### src/rtl/arm_multicycle_ctrl.sv
// Multicycle ARM control unit: main FSM, ALU decoder, condition-gated write enables and a
// memory-wait timeout on the shared instruction/data memory port.
// Optional feature macro: ARM_MC_LINK_EN adds a BRLINK state so BL writes PC+4 to R14.
module arm_multicycle_ctrl #(
  parameter int unsigned TIMEOUT_CYCLES = 16,
  parameter int unsigned TIMEOUT_W      = 5
) (
  input  logic       clk,
  input  logic       reset,
  input  logic [1:0] Op,
  input  logic [5:0] Funct,
  input  logic [3:0] Rd,
  input  logic       cond_ex,
  input  logic       mem_ready,
  output logic       mem_req,
  output logic       AdrSrc,
  output logic       IRWrite,
  output logic       PCWrite,
  output logic       MemW,
  output logic       RegW,
  output logic [1:0] ResultSrc,
  output logic [1:0] ALUSrcA,
  output logic [1:0] ALUSrcB,
  output logic [1:0] ImmSrc,
  output logic [2:0] RegSrc,
  output logic [3:0] ALUControl,
  output logic [1:0] FlagW,
  output logic       shRA1Control,
  output logic       carryOut_Control,
  output logic [3:0] state_o,
  output logic       mem_err
);

  typedef enum logic [3:0] {
    StFetch    = 4'd0,
    StDecode   = 4'd1,
    StMemAdr   = 4'd2,
    StMemRead  = 4'd3,
    StMemWb    = 4'd4,
    StMemWrite = 4'd5,
    StExecR    = 4'd6,
    StExecI    = 4'd7,
    StAluWb    = 4'd8,
    StBranch   = 4'd9,
    StBrLink   = 4'd10
  } state_e;

  localparam bit TimeoutEn = (TIMEOUT_CYCLES > 0);
  // Guarded so a zero timeout never evaluates an underflowed constant.
  localparam logic [TIMEOUT_W-1:0] CntLast =
      TimeoutEn ? TIMEOUT_W'(TIMEOUT_CYCLES - 1) : '0;

  state_e               state_q, state_d;
  logic [TIMEOUT_W-1:0] cnt_q, cnt_d;
  logic                 mem_wait;
  logic                 timeout;
  logic                 arith;
  logic                 alu_reg_w;
  logic                 link_sel;

  // Wait detection: only the three memory-port states can stall on mem_ready.
  always_comb begin
    mem_wait = ((state_q == StFetch) || (state_q == StMemRead) || (state_q == StMemWrite)) &&
               !mem_ready;
    timeout  = TimeoutEn && mem_wait && (cnt_q == CntLast);
    cnt_d    = (mem_wait && !timeout) ? cnt_q + TIMEOUT_W'(1) : '0;
  end

  // Next-state sequencing; a timeout abandons the access and refetches.
  always_comb begin
    state_d = state_q;
    case (state_q)
      StFetch:    if (mem_ready) state_d = StDecode;
      StDecode: begin
        case (Op)
          2'b00:   state_d = Funct[5] ? StExecI : StExecR;
          2'b01:   state_d = StMemAdr;
`ifdef ARM_MC_LINK_EN
          2'b10:   state_d = Funct[4] ? StBrLink : StBranch;
`else
          2'b10:   state_d = StBranch;
`endif
          default: state_d = StFetch;
        endcase
      end
      StMemAdr: begin
        if (!cond_ex)      state_d = StFetch;
        else if (Funct[0]) state_d = StMemRead;
        else               state_d = StMemWrite;
      end
      StMemRead:  if (mem_ready) state_d = StMemWb;
      StMemWb:    state_d = StFetch;
      StMemWrite: if (mem_ready) state_d = StFetch;
      StExecR:    state_d = StAluWb;
      StExecI:    state_d = StAluWb;
      StAluWb:    state_d = StFetch;
      StBranch:   state_d = StFetch;
`ifdef ARM_MC_LINK_EN
      StBrLink:   state_d = StBranch;
`endif
      default:    state_d = StFetch;
    endcase
    if (timeout) state_d = StFetch;
  end

  // State and wait-counter registers with synchronous reset.
  always_ff @(posedge clk) begin
    if (reset) begin
      state_q <= StFetch;
      cnt_q   <= '0;
    end else begin
      state_q <= state_d;
      cnt_q   <= cnt_d;
    end
  end

  // ALU decoder terms shared by the execute and ALU writeback states.
  always_comb begin
    case (Funct[4:1])
      4'b0010, 4'b0011, 4'b0100, 4'b0101,
      4'b0110, 4'b0111, 4'b1010, 4'b1011: arith = 1'b1;
      default:                            arith = 1'b0;
    endcase
    // TST/TEQ/CMP/CMN only update flags.
    alu_reg_w = cond_ex && (Funct[4:3] != 2'b10);
  end

  // Per-state control outputs; strobes forced low while reset is asserted.
  always_comb begin
    mem_req          = 1'b0;
    AdrSrc           = 1'b0;
    IRWrite          = 1'b0;
    PCWrite          = 1'b0;
    MemW             = 1'b0;
    RegW             = 1'b0;
    ResultSrc        = 2'b00;
    ALUSrcA          = 2'b00;
    ALUSrcB          = 2'b00;
    ALUControl       = 4'b0100;
    FlagW            = 2'b00;
    shRA1Control     = 1'b0;
    carryOut_Control = 1'b1;
    mem_err          = timeout;
    link_sel         = 1'b0;
    case (state_q)
      StFetch: begin
        mem_req   = 1'b1;
        ALUSrcA   = 2'b01;
        ALUSrcB   = 2'b10;
        ResultSrc = 2'b10;
        IRWrite   = mem_ready;
        PCWrite   = mem_ready;
      end
      StDecode: begin
        ALUSrcA = 2'b01;
        ALUSrcB = 2'b10;
      end
      StMemAdr: begin
        ALUSrcB = 2'b01;
      end
      StMemRead: begin
        mem_req = 1'b1;
        AdrSrc  = 1'b1;
      end
      StMemWb: begin
        ResultSrc = 2'b01;
        RegW      = 1'b1;
      end
      StMemWrite: begin
        mem_req = 1'b1;
        AdrSrc  = 1'b1;
        MemW    = 1'b1;
      end
      StExecR, StExecI: begin
        ALUSrcB          = (state_q == StExecI) ? 2'b01 : 2'b00;
        ALUControl       = Funct[4:1];
        carryOut_Control = arith;
        shRA1Control     = (Funct[4:1] == 4'b1101);
      end
      StAluWb: begin
        ALUControl       = Funct[4:1];
        carryOut_Control = arith;
        shRA1Control     = (Funct[4:1] == 4'b1101);
        FlagW            = {Funct[0], Funct[0] & arith} & {2{cond_ex}};
        RegW             = alu_reg_w;
        PCWrite          = cond_ex && (Rd == 4'b1111) && alu_reg_w;
      end
      StBranch: begin
        ALUSrcB   = 2'b01;
        ResultSrc = 2'b10;
        PCWrite   = cond_ex;
      end
`ifdef ARM_MC_LINK_EN
      StBrLink: begin
        ALUSrcA   = 2'b01;
        ALUSrcB   = 2'b10;
        ResultSrc = 2'b10;
        RegW      = cond_ex;
        link_sel  = 1'b1;
      end
`endif
      default: ;
    endcase
    if (reset) begin
      mem_req = 1'b0;
      IRWrite = 1'b0;
      PCWrite = 1'b0;
      MemW    = 1'b0;
      RegW    = 1'b0;
      FlagW   = 2'b00;
      mem_err = 1'b0;
    end
  end

  assign ImmSrc  = Op;
  assign RegSrc  = {link_sel, (Op == 2'b10), (Op == 2'b01) & ~Funct[0]};
  assign state_o = state_q;

endmodule

### config.mk
export PLATFORM = sky130hd
export DESIGN_NAME = arm_multicycle_ctrl
export DESIGN_NICKNAME = d
export VERILOG_FILES = /design/src/rtl/arm_multicycle_ctrl.sv
export SDC_FILE = /design/constraint.sdc
export NUM_CORES = 1
export LEC_CHECK = 0
export ABC_CLOCK_PERIOD_IN_PS = 2200
export CAP_MARGIN = 10
export CORE_MARGIN = 8
export CORE_UTILIZATION = 33
export DETAILED_ROUTE_END_ITERATION = 8
export GPL_TIMING_DRIVEN = 0
export PLACE_DENSITY_LB_ADDON = 0.25
export SYNTH_ARGS = -nofsm -noshare
export SYNTH_HDL_FRONTEND = slang
export SYNTH_SLANG_ARGS = --single-unit
### constraint.sdc
create_clock -name clk -period 2.2 [get_ports clk]
set_clock_uncertainty 0.15 [all_clocks]
set_input_delay 0.22 -clock clk [delete_from_list [all_inputs] [get_ports clk]]
set_output_delay 0.22 -clock clk [all_outputs]
set_load 0.05 [all_outputs]
==> metrics <==
Layout Nets 172; unrepaired setup endpoints after global routing no; crit path max fanout 10; FP Rows 18; Root Buffer clkbuf_4; fin crit period 2120 ps; LEAKAGE 0.588 nW; Hold Path Class reg2reg; critical path depth 5; Largest delay share family, worst path buffers and inverters; Crit-path slowest cell dlygate4sd2_1; Setup violations, final 0; Slew Limit Headroom 0.642; Worst Reg2Reg Path Length in Cells 5; multi-input logic area 634 µm²; Initial Util 0.341; Critical Path RT 1830 ps; via total after detailed routing 906; Tot GR Track Use 0.128; design area 1370 µm²; count of buffers from port buffering 43; area of the die 4340 µm²; setup TNS 0 ps; total grt overflow 0; placed inst area 1350 µm²; first-pass GRT wire length 4420 µm; core area 2410 µm²; H-tree depth 1; leading post-synthesis cells by cell area dfxtp_1 (22%), buf_4 (5.5%), nor2_1 (5.5%); area share of the largest cell type after synthesis 0.219; cell area after synthesis 822 µm²; number of global-route vias before repair 928; CTS tree built; outcome finished, final reports clean; EDFF count, synth 0; CTS buffer count 3; DR DRC count 0; initial antenna violation count 0; DP Wirelength 2190 µm; Design Power 0.000630 W; I/O pins 46; Worst setup SP type flip-flop; Worst-Skew Late Latency 260 ps; GPL Wtd Cong 0.814; fillers 242; number of vias per cell 4.95; Setup crit end kind output port; Routed Antenna Nets 0; fin crit share 0.963; VDD IR max 0.358 mV; P&R area growth vs syn 67.1%; fraction of registers with async set/reset 0; post-synthesis sequential area ratio 0.219; Yosys reg bits 9; Hold Path Stages 1; DRT Pass-1 Iters 4; Worst-Margin Slew 535 ps; CP max stage delay 550 ps; WP buf/inv 3; maxcap violations 0; Yosys top cell by area dfxtp_1; Avg Inst Size Synth 7.83 µm²; clock-pin slew on the worst setup and hold paths 70 ps; die span in y 65.9 µm; fmax 0.472 GHz; commonest non-fill, non-tap cells in the layout clkdlybuf4s50_1 (20), nor2_1 (10), buf_4 (9); final wirelength 2680 µm; clk sinks 9; # diodes 0; Routed WL per cell 14.6 µm; Mapped Cells 105; Power Dens Cells 459 nW/µm²; Main synth FF type dfxtp_1; largest net degree at the start of global routing 11; Slew Limit Fails 0; Ys Warns 0; clk buf depth 2; hold violation total from the final report 0; register area 184 µm²; layout cells sized above 1 0.346; crit path DAT 1750 ps; Iter 0 DRT Violations 29; Crit Path Class reg2out; Die X 65.9 µm; crit-path cells clkbuf_4 -> buf_4 -> xor2_1 -> nor3_2 -> dlygate4sd2_1; most common cell after layout, fill and taps aside clkdlybuf4s50_1; Unique masters post-synth 39
state kept, by name (all words and copies together) (netlist names):
name and count:
state_o 4, cnt_q 5
metal layers:
metal	up-vias	global-route usage	wire length [µm]
li1	462	-	-
met1	415	0.130	1030
met2	25	0.240	1450
met3	4	0.0305	166
met4	0	0.0572	31
met5	-	0	0
final timing paths:
path | from | endpoint | slack (ps)
max | state_o[0] | ResultSrc[1] | 80
max reg2reg | cnt_q[0] | state_o[1] | 540
min reg2reg | cnt_q[0] | cnt_q[0] | 300
min | cnt_q[0] | cnt_q[0] | 300
cell families (layout without fill, tap and decap cells):
logic type | Yosys count | in the layout | share of synthesized area
adder cells (fa/ha/maj) | 2 | 2 | 0.0304
AO/OA/AOI/OAI | 16 | 16 | 0.148
buffers and inverters | 15 | 62 | 0.102
other | 1 | 2 | 0.00456
AND/OR/NAND/NOR | 56 | 56 | 0.432
XOR/XNOR | 6 | 6 | 0.0639
flip-flops | 9 | 9 | 0.219
cell type report:
class                      count  area share
buffer                        12      0.0619
clock buffer                   4      0.0191
inverter                       3     0.00820
multi-input combinational     82       0.462
sequential                     9       0.134
tap                           30      0.0273
timing repair buffer          43       0.288
cell usage after synthesis (all sizes together), types with 2 or more instances:
cell	instances
a21oi	2
and2	4
and3	3
and4b	2
buf	10
clkbuf	2
dfxtp	9
ha	2
inv	3
nand2	6
nand2b	6
nand3	3
nand3b	2
nor2	12
nor2b	2
nor3	5
nor3b	4
nor4	2
nor4b	2
o21ai	4
o32a	2
xor2	5
what timing repair did:
item,CTS,global route
setup buffers,0,0
pin swaps,0,2
gates cloned,0,0
endpoints found under the setup margin,21,19
hold buffers,0,0
gates resized for setup,60,23
power by group:
group	leakage (nW)	switching, W	internal, W
clock network	0.0150	0.0000591	0.0000699
logic	0.499	0.000205	0.000118
registers	0.0743	0.00000733	0.000171
through the flow:
step / util / setup slack (ps) / hold slack [ps] / std cells
CTS: 0.569 / -9.36 / 310 / 183
detailed placement: 0.560 / -535 / 299 / 179
floorplan: - / -317 / 268 / 106
finish: 0.570 / 82.2 / 301 / 183
global placement: 0.560 / -552 / 281 / 179
global route: 0.570 / 6.93 / 335 / 183
Note: power is estimated with default switching activity, not from simulation.
